`src/rtl/wishbone_pkg.sv`:
```
// ----------------------------------------------------------------------------
// wishbone_pkg
// Shared definitions for the single-transfer Wishbone B4 pipelined initiator:
//   - wb_state_e     : initiator FSM state encoding (2 bits)
//   - WB_ADR_W       : byte address width
//   - WB_DAT_W       : data width
//   - WB_SEL_W       : byte-select width
//   - WB_TIMEOUT_DEF : default abort timeout in cycles (timeout build only)
// ----------------------------------------------------------------------------
package wishbone_pkg;

    localparam int unsigned WB_ADR_W       = 32;
    localparam int unsigned WB_DAT_W       = 32;
    localparam int unsigned WB_SEL_W       = 4;
    localparam int unsigned WB_TIMEOUT_DEF = 16;

    typedef enum logic [1:0] {
        ST_IDLE     = 2'd0,
        ST_REQUEST  = 2'd1,
        ST_WAIT_ACK = 2'd2,
        ST_RESPONSE = 2'd3
    } wb_state_e;

endpackage : wishbone_pkg

```
`src/rtl/wishbone_timeout_counter.sv`:
```
// ----------------------------------------------------------------------------
// wishbone_timeout_counter
// Counts cycles a bus transfer has been outstanding and flags the cycle in
// which the transfer has used up its TIMEOUT_CYCLES budget. Only instantiated
// by wishbone_master when WISHBONE_MASTER_TIMEOUT_EN is defined.
// Ports:
//   clk_i     in  clock
//   rst_i     in  synchronous active-low reset
//   clear_i   in  restart the count (transfer accepted)
//   enable_i  in  transfer outstanding this cycle; count advances
//   expired_o out high in the last allowed cycle of an outstanding transfer
// ----------------------------------------------------------------------------
module wishbone_timeout_counter #(
    parameter int unsigned TIMEOUT_CYCLES = 16
) (
    input  logic clk_i,
    input  logic rst_i,
    input  logic clear_i,
    input  logic enable_i,
    output logic expired_o
);

    localparam int unsigned CNT_W = $clog2(TIMEOUT_CYCLES + 1);

    logic [CNT_W-1:0] cnt_q;
    logic [CNT_W-1:0] cnt_d;

    // Saturate at TIMEOUT_CYCLES so a stuck enable can never wrap around.
    always_comb begin
        cnt_d = cnt_q;
        if (clear_i) begin
            cnt_d = '0;
        end else if (enable_i && (cnt_q != CNT_W'(TIMEOUT_CYCLES))) begin
            cnt_d = cnt_q + 1'b1;
        end
    end

    always_ff @(posedge clk_i) begin
        if (!rst_i) begin
            cnt_q <= '0;
        end else begin
            cnt_q <= cnt_d;
        end
    end

    // The count reads k-1 during the k-th outstanding cycle, so the edge that
    // would bring it to TIMEOUT_CYCLES is the abort edge.
    assign expired_o = enable_i && (cnt_q == CNT_W'(TIMEOUT_CYCLES - 1));

endmodule : wishbone_timeout_counter

```
`src/rtl/wishbone_master.sv`:
```
// ----------------------------------------------------------------------------
// wishbone_master
// Single-transfer Wishbone B4 pipelined initiator. One client request becomes
// one bus cycle; the result comes back as a one-cycle rsp_valid_o pulse.
// Optional feature macro: WISHBONE_MASTER_TIMEOUT_EN - aborts a transfer that
// has been outstanding for TIMEOUT_CYCLES cycles and reports rsp_err_o=1.
// Ports:
//   clk_i, rst_i            clock, synchronous active-low reset
//   req_i/req_*_i           client request (address, write enable, data, sel)
//   req_ready_o             high in IDLE; request taken when req_i && ready
//   rsp_valid_o/rsp_dat_o   response pulse and held read data
//   rsp_err_o               transfer aborted by timeout (with rsp_valid_o)
//   wb_*_o                  registered Wishbone initiator outputs
//   wb_dat_i/ack_i/stall_i  Wishbone responder inputs
// ----------------------------------------------------------------------------
module wishbone_master
    import wishbone_pkg::*;
#(
    parameter int unsigned TIMEOUT_CYCLES = WB_TIMEOUT_DEF
) (
    input  logic                clk_i,
    input  logic                rst_i,
    input  logic                req_i,
    input  logic [WB_ADR_W-1:0] req_adr_i,
    input  logic                req_we_i,
    input  logic [WB_DAT_W-1:0] req_dat_i,
    input  logic [WB_SEL_W-1:0] req_sel_i,
    output logic                req_ready_o,
    output logic                rsp_valid_o,
    output logic [WB_DAT_W-1:0] rsp_dat_o,
    output logic                rsp_err_o,
    output logic [WB_ADR_W-1:0] wb_adr_o,
    output logic [WB_DAT_W-1:0] wb_dat_o,
    output logic [WB_SEL_W-1:0] wb_sel_o,
    output logic                wb_we_o,
    output logic                wb_stb_o,
    output logic                wb_cyc_o,
    input  logic [WB_DAT_W-1:0] wb_dat_i,
    input  logic                wb_ack_i,
    input  logic                wb_stall_i
);

    if (TIMEOUT_CYCLES < 2) begin : g_bad_timeout
        $error("wishbone_master: TIMEOUT_CYCLES must be at least 2");
    end

    wb_state_e           state_q, state_d;
    logic [WB_ADR_W-1:0] adr_q, adr_d;
    logic [WB_DAT_W-1:0] dat_q, dat_d;
    logic [WB_SEL_W-1:0] sel_q, sel_d;
    logic                we_q, we_d;
    logic [WB_DAT_W-1:0] rsp_dat_q, rsp_dat_d;

    logic accept;
    logic ack_ok;
    logic timeout_expired;

    // A request is only taken in IDLE; req_i is ignored everywhere else.
    assign accept = (state_q == ST_IDLE) && req_i;

    // An ack only counts once the strobe has been taken (no stall) or while
    // waiting for it; acks in IDLE/RESPONSE are spurious and dropped.
    assign ack_ok = wb_ack_i &&
                    (((state_q == ST_REQUEST) && !wb_stall_i) ||
                     (state_q == ST_WAIT_ACK));

`ifdef WISHBONE_MASTER_TIMEOUT_EN
    logic rsp_err_q, rsp_err_d;

    wishbone_timeout_counter #(
        .TIMEOUT_CYCLES (TIMEOUT_CYCLES)
    ) u_timeout (
        .clk_i     (clk_i),
        .rst_i     (rst_i),
        .clear_i   (accept),
        .enable_i  (wb_cyc_o),
        .expired_o (timeout_expired)
    );

    always_comb begin
        rsp_err_d = rsp_err_q;
        if (accept) begin
            rsp_err_d = 1'b0;
        end else if (timeout_expired && !ack_ok) begin
            // An ack on the expiry edge wins; only a real miss is an error.
            rsp_err_d = 1'b1;
        end
    end

    always_ff @(posedge clk_i) begin
        if (!rst_i) begin
            rsp_err_q <= 1'b0;
        end else begin
            rsp_err_q <= rsp_err_d;
        end
    end

    assign rsp_err_o = rsp_err_q;
`else
    assign timeout_expired = 1'b0;
    assign rsp_err_o       = 1'b0;
`endif

    always_comb begin
        state_d   = state_q;
        adr_d     = adr_q;
        dat_d     = dat_q;
        sel_d     = sel_q;
        we_d      = we_q;
        rsp_dat_d = rsp_dat_q;

        case (state_q)
            ST_IDLE: begin
                if (req_i) begin
                    adr_d   = req_adr_i;
                    dat_d   = req_dat_i;
                    sel_d   = req_sel_i;
                    we_d    = req_we_i;
                    state_d = ST_REQUEST;
                end
            end
            ST_REQUEST: begin
                if (ack_ok || timeout_expired) begin
                    state_d = ST_RESPONSE;
                end else if (!wb_stall_i) begin
                    state_d = ST_WAIT_ACK;
                end
            end
            ST_WAIT_ACK: begin
                if (ack_ok || timeout_expired) begin
                    state_d = ST_RESPONSE;
                end
            end
            ST_RESPONSE: begin
                state_d = ST_IDLE;
            end
            default: begin
                state_d = ST_IDLE;
            end
        endcase

        if (ack_ok && !we_q) begin
            rsp_dat_d = wb_dat_i;
        end
    end

    always_ff @(posedge clk_i) begin
        if (!rst_i) begin
            state_q   <= ST_IDLE;
            adr_q     <= '0;
            dat_q     <= '0;
            sel_q     <= '0;
            we_q      <= 1'b0;
            rsp_dat_q <= '0;
        end else begin
            state_q   <= state_d;
            adr_q     <= adr_d;
            dat_q     <= dat_d;
            sel_q     <= sel_d;
            we_q      <= we_d;
            rsp_dat_q <= rsp_dat_d;
        end
    end

    // Control outputs are pure decodes of the registered state.
    assign req_ready_o = (state_q == ST_IDLE);
    assign rsp_valid_o = (state_q == ST_RESPONSE);
    assign wb_cyc_o    = (state_q == ST_REQUEST) || (state_q == ST_WAIT_ACK);
    assign wb_stb_o    = (state_q == ST_REQUEST);
    assign wb_adr_o    = adr_q;
    assign wb_dat_o    = dat_q;
    assign wb_sel_o    = sel_q;
    assign wb_we_o     = we_q;
    assign rsp_dat_o   = rsp_dat_q;

endmodule : wishbone_master

```
`config.mk`:
```
export PLATFORM = sky130hd
export DESIGN_NAME = wishbone_master
export DESIGN_NICKNAME = d
export VERILOG_FILES = /design/src/rtl/wishbone_pkg.sv /design/src/rtl/wishbone_timeout_counter.sv /design/src/rtl/wishbone_master.sv
export SDC_FILE = /design/constraint.sdc
export NUM_CORES = 1
export LEC_CHECK = 0
export ABC_AREA = 0
export CAP_MARGIN = 20
export CORE_MARGIN = 2
export CORE_UTILIZATION = 43
export DETAILED_ROUTE_END_ITERATION = 8
export PLACE_DENSITY_LB_ADDON = 0.05
export SLEW_MARGIN = 25
export SYNTH_ARGS = -nofsm -noshare
export SYNTH_HDL_FRONTEND = slang
export SYNTH_HIERARCHICAL = 1
export SYNTH_SLANG_ARGS = --single-unit
```
`constraint.sdc`:
```
create_clock -name clk_i -period 4.6 [get_ports clk_i]
set_input_delay 0.92 -clock clk_i [delete_from_list [all_inputs] [get_ports clk_i]]
set_output_delay 0.92 -clock clk_i [all_outputs]
set_load 0.005 [all_outputs]
```
==> results.yml, run 1 <==
timing:
  tightest_slew_ns: 0.851
  relSlewSlack: 0.433
  fmax_mhz: 380
  hold_viol_final: 0
  period_minus_slack_ns: 2.63
  fin_skew_ns: 0.0145
  period_share: 0.572
  holdWs_ns: 0.456
  setup_viol: 0
  drv_slew: 0
  rsz0062_at_grt: "false"
  tns_ns: 0
synthesis:
  ys_seq_elements: 103
  yosysWarnings: 6
  synth_area_um2: 4070
  synthArstFlopShare: 0
  synthTopCellsByArea: "dfxtp_1, nand2_1, a21boi_0"
  ys.flop_type: "dfxtp_1"
  yosys.cell_count.top_type: "nand2_1"
  synth_edf_count: 0
  synth.distinct_cells: 24
  synth_common_cells: "nand2_1, dfxtp_1, a21boi_0, mux2i_1, clkbuf_1"
  synthCells: 465
  avgSynthCellArea_um2: 8.75
  synth_fp_nets: 576
  yosysTopAreaCellShare: 0.507
  yosysSeqAreaShare: 0.507
  yosysTopAreaCell: "dfxtp_1"
grt:
  gr-total-overflow: 0
  grt_max_degree: 138
  grt_pass1_vias: 3430
  grt_pass1_wl_mm: 16.1
  antenna_found_initial: 0
  grt_util_all_layers: 0.197
layout:
  finalCoreUtilization: 0.686
  regArea_um2: 2060
  fin_nets: 766
  num-fill-cells: 758
  final_cells: 771
  multi_input_area_um2: 1790
  area_growth_pct: 55.0
  diodes: 0
  final_layout_size_suffix_gt1_frac: 0.0348
critical_path:
  r2r_start: "state_q[0]"
  crit_path_start_kind: "flop"
  critPathKind: "flop to output pin"
  worstPathRequired_ns: 3.68
  startpoint: "state_q[0]"
  slowest_stage: "clkdlybuf4s50_1"
  cp_max_fo: 5
  cp_data_arrival_time_ns: 1.71
  r2r_setup_slack_ns: 2.41
  r2r_end: "wb_sel_o[3]"
  worst_setup_path_end_kind: "output pin"
  reg2reg_depth: 6
  crit_chain: "inv_1, ha_1, clkdlybuf4s50_1"
  critical_path.max_stage_delay_ns: 0.54
run_status:
  status: "finished clean"
floorplanning:
  coreArea_um2: 9200
  die_area_um2: 10300
  start_util: 0.443
  io_pins: 212
  die_w_um: 101
  rows: 35
  die_y_um: 101
clock_network:
  postCtsSetupRepairBufs: 0
  root_buffer: "clkbuf_8"
  cts_tree: "yes"
  clk_pin_slew_ns: 0.09
  cts_buffers: 9
  ctsHoldBuffers: 0
  h-tree-depth: 3
  cts_buffer_depth: 2
  insertion_delay_ns: 0.36
  cts_resized: 0
  clock_sinks: 103
detailed_routing:
  drtPass1Iterations: 4
  drcViolationCount: 0
  wire_per_inst_um: 13.6
  wl_mm: 10.5
  vias: 3633
  viasPerCell: 4.71
  drt_iter0_markers: 82
  antenna_left: 0
worst_hold_path:
  holdCritPathClass: "flop to flop"
  whs_path_depth: 2
  hold_end: "wb_adr_o[9]"
  worstHoldStart: "wb_adr_o[9]"
placement:
  globalplace.congestion: 0.730
  hpwlAfterDp_mm: 7.38
  dpl.cell_count: 755
  port_buffers: 210
power_and_ir_drop:
  max-vdd-ir-drop_mv: 0.226
  power.density_nw_per_um2: 414
  p_leak_nw: 2.32
  p_total_mw: 2.61
job:
  drv_cap: 0
[worst max-delay path by stage]
stage                    end  slack (ns)
4_1_cts             wb_cyc_o        1.95
2_1_floorplan  rsp_dat_o[10]        2.85
5_1_grt             wb_cyc_o        1.86
3_3_place_gp    wb_dat_o[24]        1.77
6_report            wb_cyc_o        1.97
3_5_place_dp    wb_dat_o[30]        1.67
[cell type report]
class                           count  area share
Sequential cell                   103       0.327
Timing Repair Buffer              213       0.337
Multi-Input combinational cell    325       0.284
Tap cell                          111      0.0220
Clock buffer                       11      0.0224
Clock inverter                      5     0.00615
Inverter                            3     0.00179
[worst max-delay path: cells and delay by family, from the launching register on]
kind | cells | cell delay (ns)
adder cells (fa/ha/maj) | 1 | 0.30
buffers and inverters | 2 | 0.65
flip-flops | 1 | 0.41
[stage by stage]
step           setup WS, ns  area, µm²
2_1_floorplan          2.85       4070
3_3_place_gp           1.77       6120
3_5_place_dp           1.67       6130
4_1_cts                1.95       6310
5_1_grt                1.86       6310
6_report               1.97       6310
[power by group]
| group | leakage, nW | internal, mW | total [mW] | switching (mW) |
|---|---|---|---|---|
| sequential | 0.842 | 1.05 | 1.13 | 0.0812 |
| combinational | 1.39 | 0.520 | 0.946 | 0.426 |
| clock | 0.0907 | 0.217 | 0.533 | 0.315 |
[routing by layer]
layer / vias to the layer above / GRT usage / share of wire
met5: - / 0 / 0
met4: 0 / 0.0769 / 0.015
met3: 16 / 0.0835 / 0.11
met2: 129 / 0.321 / 0.47
met1: 1626 / 0.231 / 0.41
li1: 1862 / - / -
[flip-flops by register name, summed over array words and instances (netlist names)]
| signal | cells |
|---|---|
| rsp_dat_o | 32 |
| wb_adr_o | 32 |
| wb_dat_o | 32 |
| wb_sel_o | 4 |
| state_q | 2 |
| wb_we_o | 1 |
[logic make-up after synthesis]
family          share of synthesized area
compound gates                      0.139
flops                               0.507
buf+inv                            0.0547
mux                                0.0812
other cells                      0.000921
fa+ha+maj                          0.0154
simple gates                        0.202
[cell usage in the layout, fill, tap and decap left out]
cell             instances
buf_4                    3
dfxtp_1                103
a32o_1                   1
o21ai_1                  1
o21a_1                   1
buf_6                    1
nand2_2                  1
nand2b_4                 1
a21oi_4                  1
a21boi_0                59
conb_1                   1
or3b_1                   1
inv_1                    3
clkdlybuf4s50_1        209
nand2_1                204
clkinv_2                 1
mux2i_1                 33
clkbuf_8                10
and2_2                   1
nand2b_1                 1
inv_6                    3
clkinvlp_4               1
a21boi_1                10
nor2b_1                  3
ha_1                     5
a311oi_1                 1
clkbuf_1                 1
No activity file was read; power rests on OpenSTA's default activity.
==> inputs of run 2 (changes only) <==
Settings changed: CORE_UTILIZATION 43 to 40.
Clock period 4.6 ns to 2.5 ns, I/O delays scaled along.
==> results.yml, run 2 (synthesis gave the netlist of run 1 again) <==
critical_path:
  critPathKind: "flop to output pin"
  worstPathRequired_ns: 2.00
  crit_path_start_kind: "flop"
  startpoint: "state_q[0]"
  worst_setup_path_end_kind: "output pin"
  r2r_start: "state_q[0]"
  cp_data_arrival_time_ns: 1.76
  cp_max_fo: 5
floorplanning:
  io_pins: 212
  die_y_um: 105
  rows: 36
  coreArea_um2: 9820
  die_w_um: 105
  die_area_um2: 11000
  start_util: 0.415
detailed_routing:
  antenna_left: 0
  drcViolationCount: 0
  drt_iter0_markers: 122
  wire_per_inst_um: 13.7
  wl_mm: 10.9
  vias: 3673
  drtPass1Iterations: 5
  viasPerCell: 4.62
clock_network:
  h-tree-depth: 3
  insertion_delay_ns: 0.36
  cts_tree: "yes"
  postCtsSetupRepairBufs: 0
  cts_buffers: 9
  cts_buffer_depth: 2
  clock_sinks: 103
  ctsHoldBuffers: 0
  root_buffer: "clkbuf_8"
  clk_pin_slew_ns: 0.09
  cts_resized: 0
placement:
  dpl.cell_count: 779
  port_buffers: 210
  placed_area_um2: 6230
  pre_cts_ws_ns: 0.603
  hpwlAfterDp_mm: 7.73
  globalplace.congestion: 0.757
grt:
  antenna_found_initial: 0
  grt_max_degree: 70
  grt_util_all_layers: 0.194
  gr-total-overflow: 0
  grt_pass1_vias: 3463
  grt_pass1_wl_mm: 17.1
power_and_ir_drop:
  power.density_nw_per_um2: 793
  p_total_mw: 5.13
  max-vdd-ir-drop_mv: 0.465
  p_leak_nw: 2.38
layout:
  area_growth_pct: 59.1
  layout_common_cells: "clkdlybuf4s50_1, nand2_1, dfxtp_1"
  num-fill-cells: 844
  regArea_um2: 2060
  layout_commonest_cell: "clkdlybuf4s50_1"
  diodes: 0
  final_cells: 795
  fin_nets: 768
  finalCoreUtilization: 0.659
  multi_input_area_um2: 1790
  final_layout_size_suffix_gt1_frac: 0.0393
  stdcell_area_um2: 6470
worst_hold_path:
  holdCritPathClass: "flop to flop"
  worstHoldStart: "rsp_dat_o[2]"
run_status:
  status: "finished clean"
timing:
  tightest_slew_ns: 0.615
  period_minus_slack_ns: 2.26
  rsz0062_at_grt: "false"
  hold_viol_final: 0
  fin_skew_ns: 0.00399
  period_share: 0.902
  drv_slew: 0
  setup_viol: 0
  relSlewSlack: 0.590
  fmax_mhz: 443
  holdWs_ns: 0.456
  fin_ws_ns: 0.244
  tns_ns: 0
job:
  drv_cap: 0
run 2: cell count changes in the layout (fill, tap and decap cells not counted), sizes merged:
cell    change
buf         +2
inv         -3
clkinv      +1
clkbuf      -1
bufinv      +3
run 2: final timing paths:
check | slack, ns | depth (start not counted) | end
hold reg to reg | 0.46 | 2 | rsp_dat_o[2]
setup / recovery | 0.24 | 3 | wb_cyc_o
hold / removal | 0.46 | 2 | rsp_dat_o[2]
setup reg to reg | 0.78 | 6 | wb_dat_o[30]
run 2: layout make-up:
class,instances,share of cell area
Timing Repair Buffer,215,0.340
Sequential cell,103,0.319
Multi-Input combinational cell,325,0.276
Tap cell,133,0.0257
Clock buffer,10,0.0213
Clock inverter,6,0.0166
Inverter,3,0.00174
run 2: worst max-delay path: stages (launching register included):
cell and delay (ns):
dfxtp_1 0.41, inv_1 0.11, ha_1 0.31, clkdlybuf4s50_1 0.57
run 2: routing by layer:
layer,vias to the layer above,GRT usage,routed length (µm)
met4,0,0.101,398
li1,1865,-,-
met1,1636,0.231,4540
met2,145,0.304,4990
met5,-,0,0
met3,27,0.0736,979
run 2: power breakdown:
group / switching [mW] / leakage [nW] / internal, mW
registers: 0.150 / 0.842 / 1.93
logic: 0.805 / 1.42 / 1.00
clock network: 0.556 / 0.122 / 0.688
total: 1.51 / 2.38 / 3.62
==> inputs of run 3 (changes only) <==
Settings changed: SETUP_SLACK_MARGIN set to 0.15.
==> results of run 3 <==
The final DEF is identical to that of run 2; final timing and power are the same.
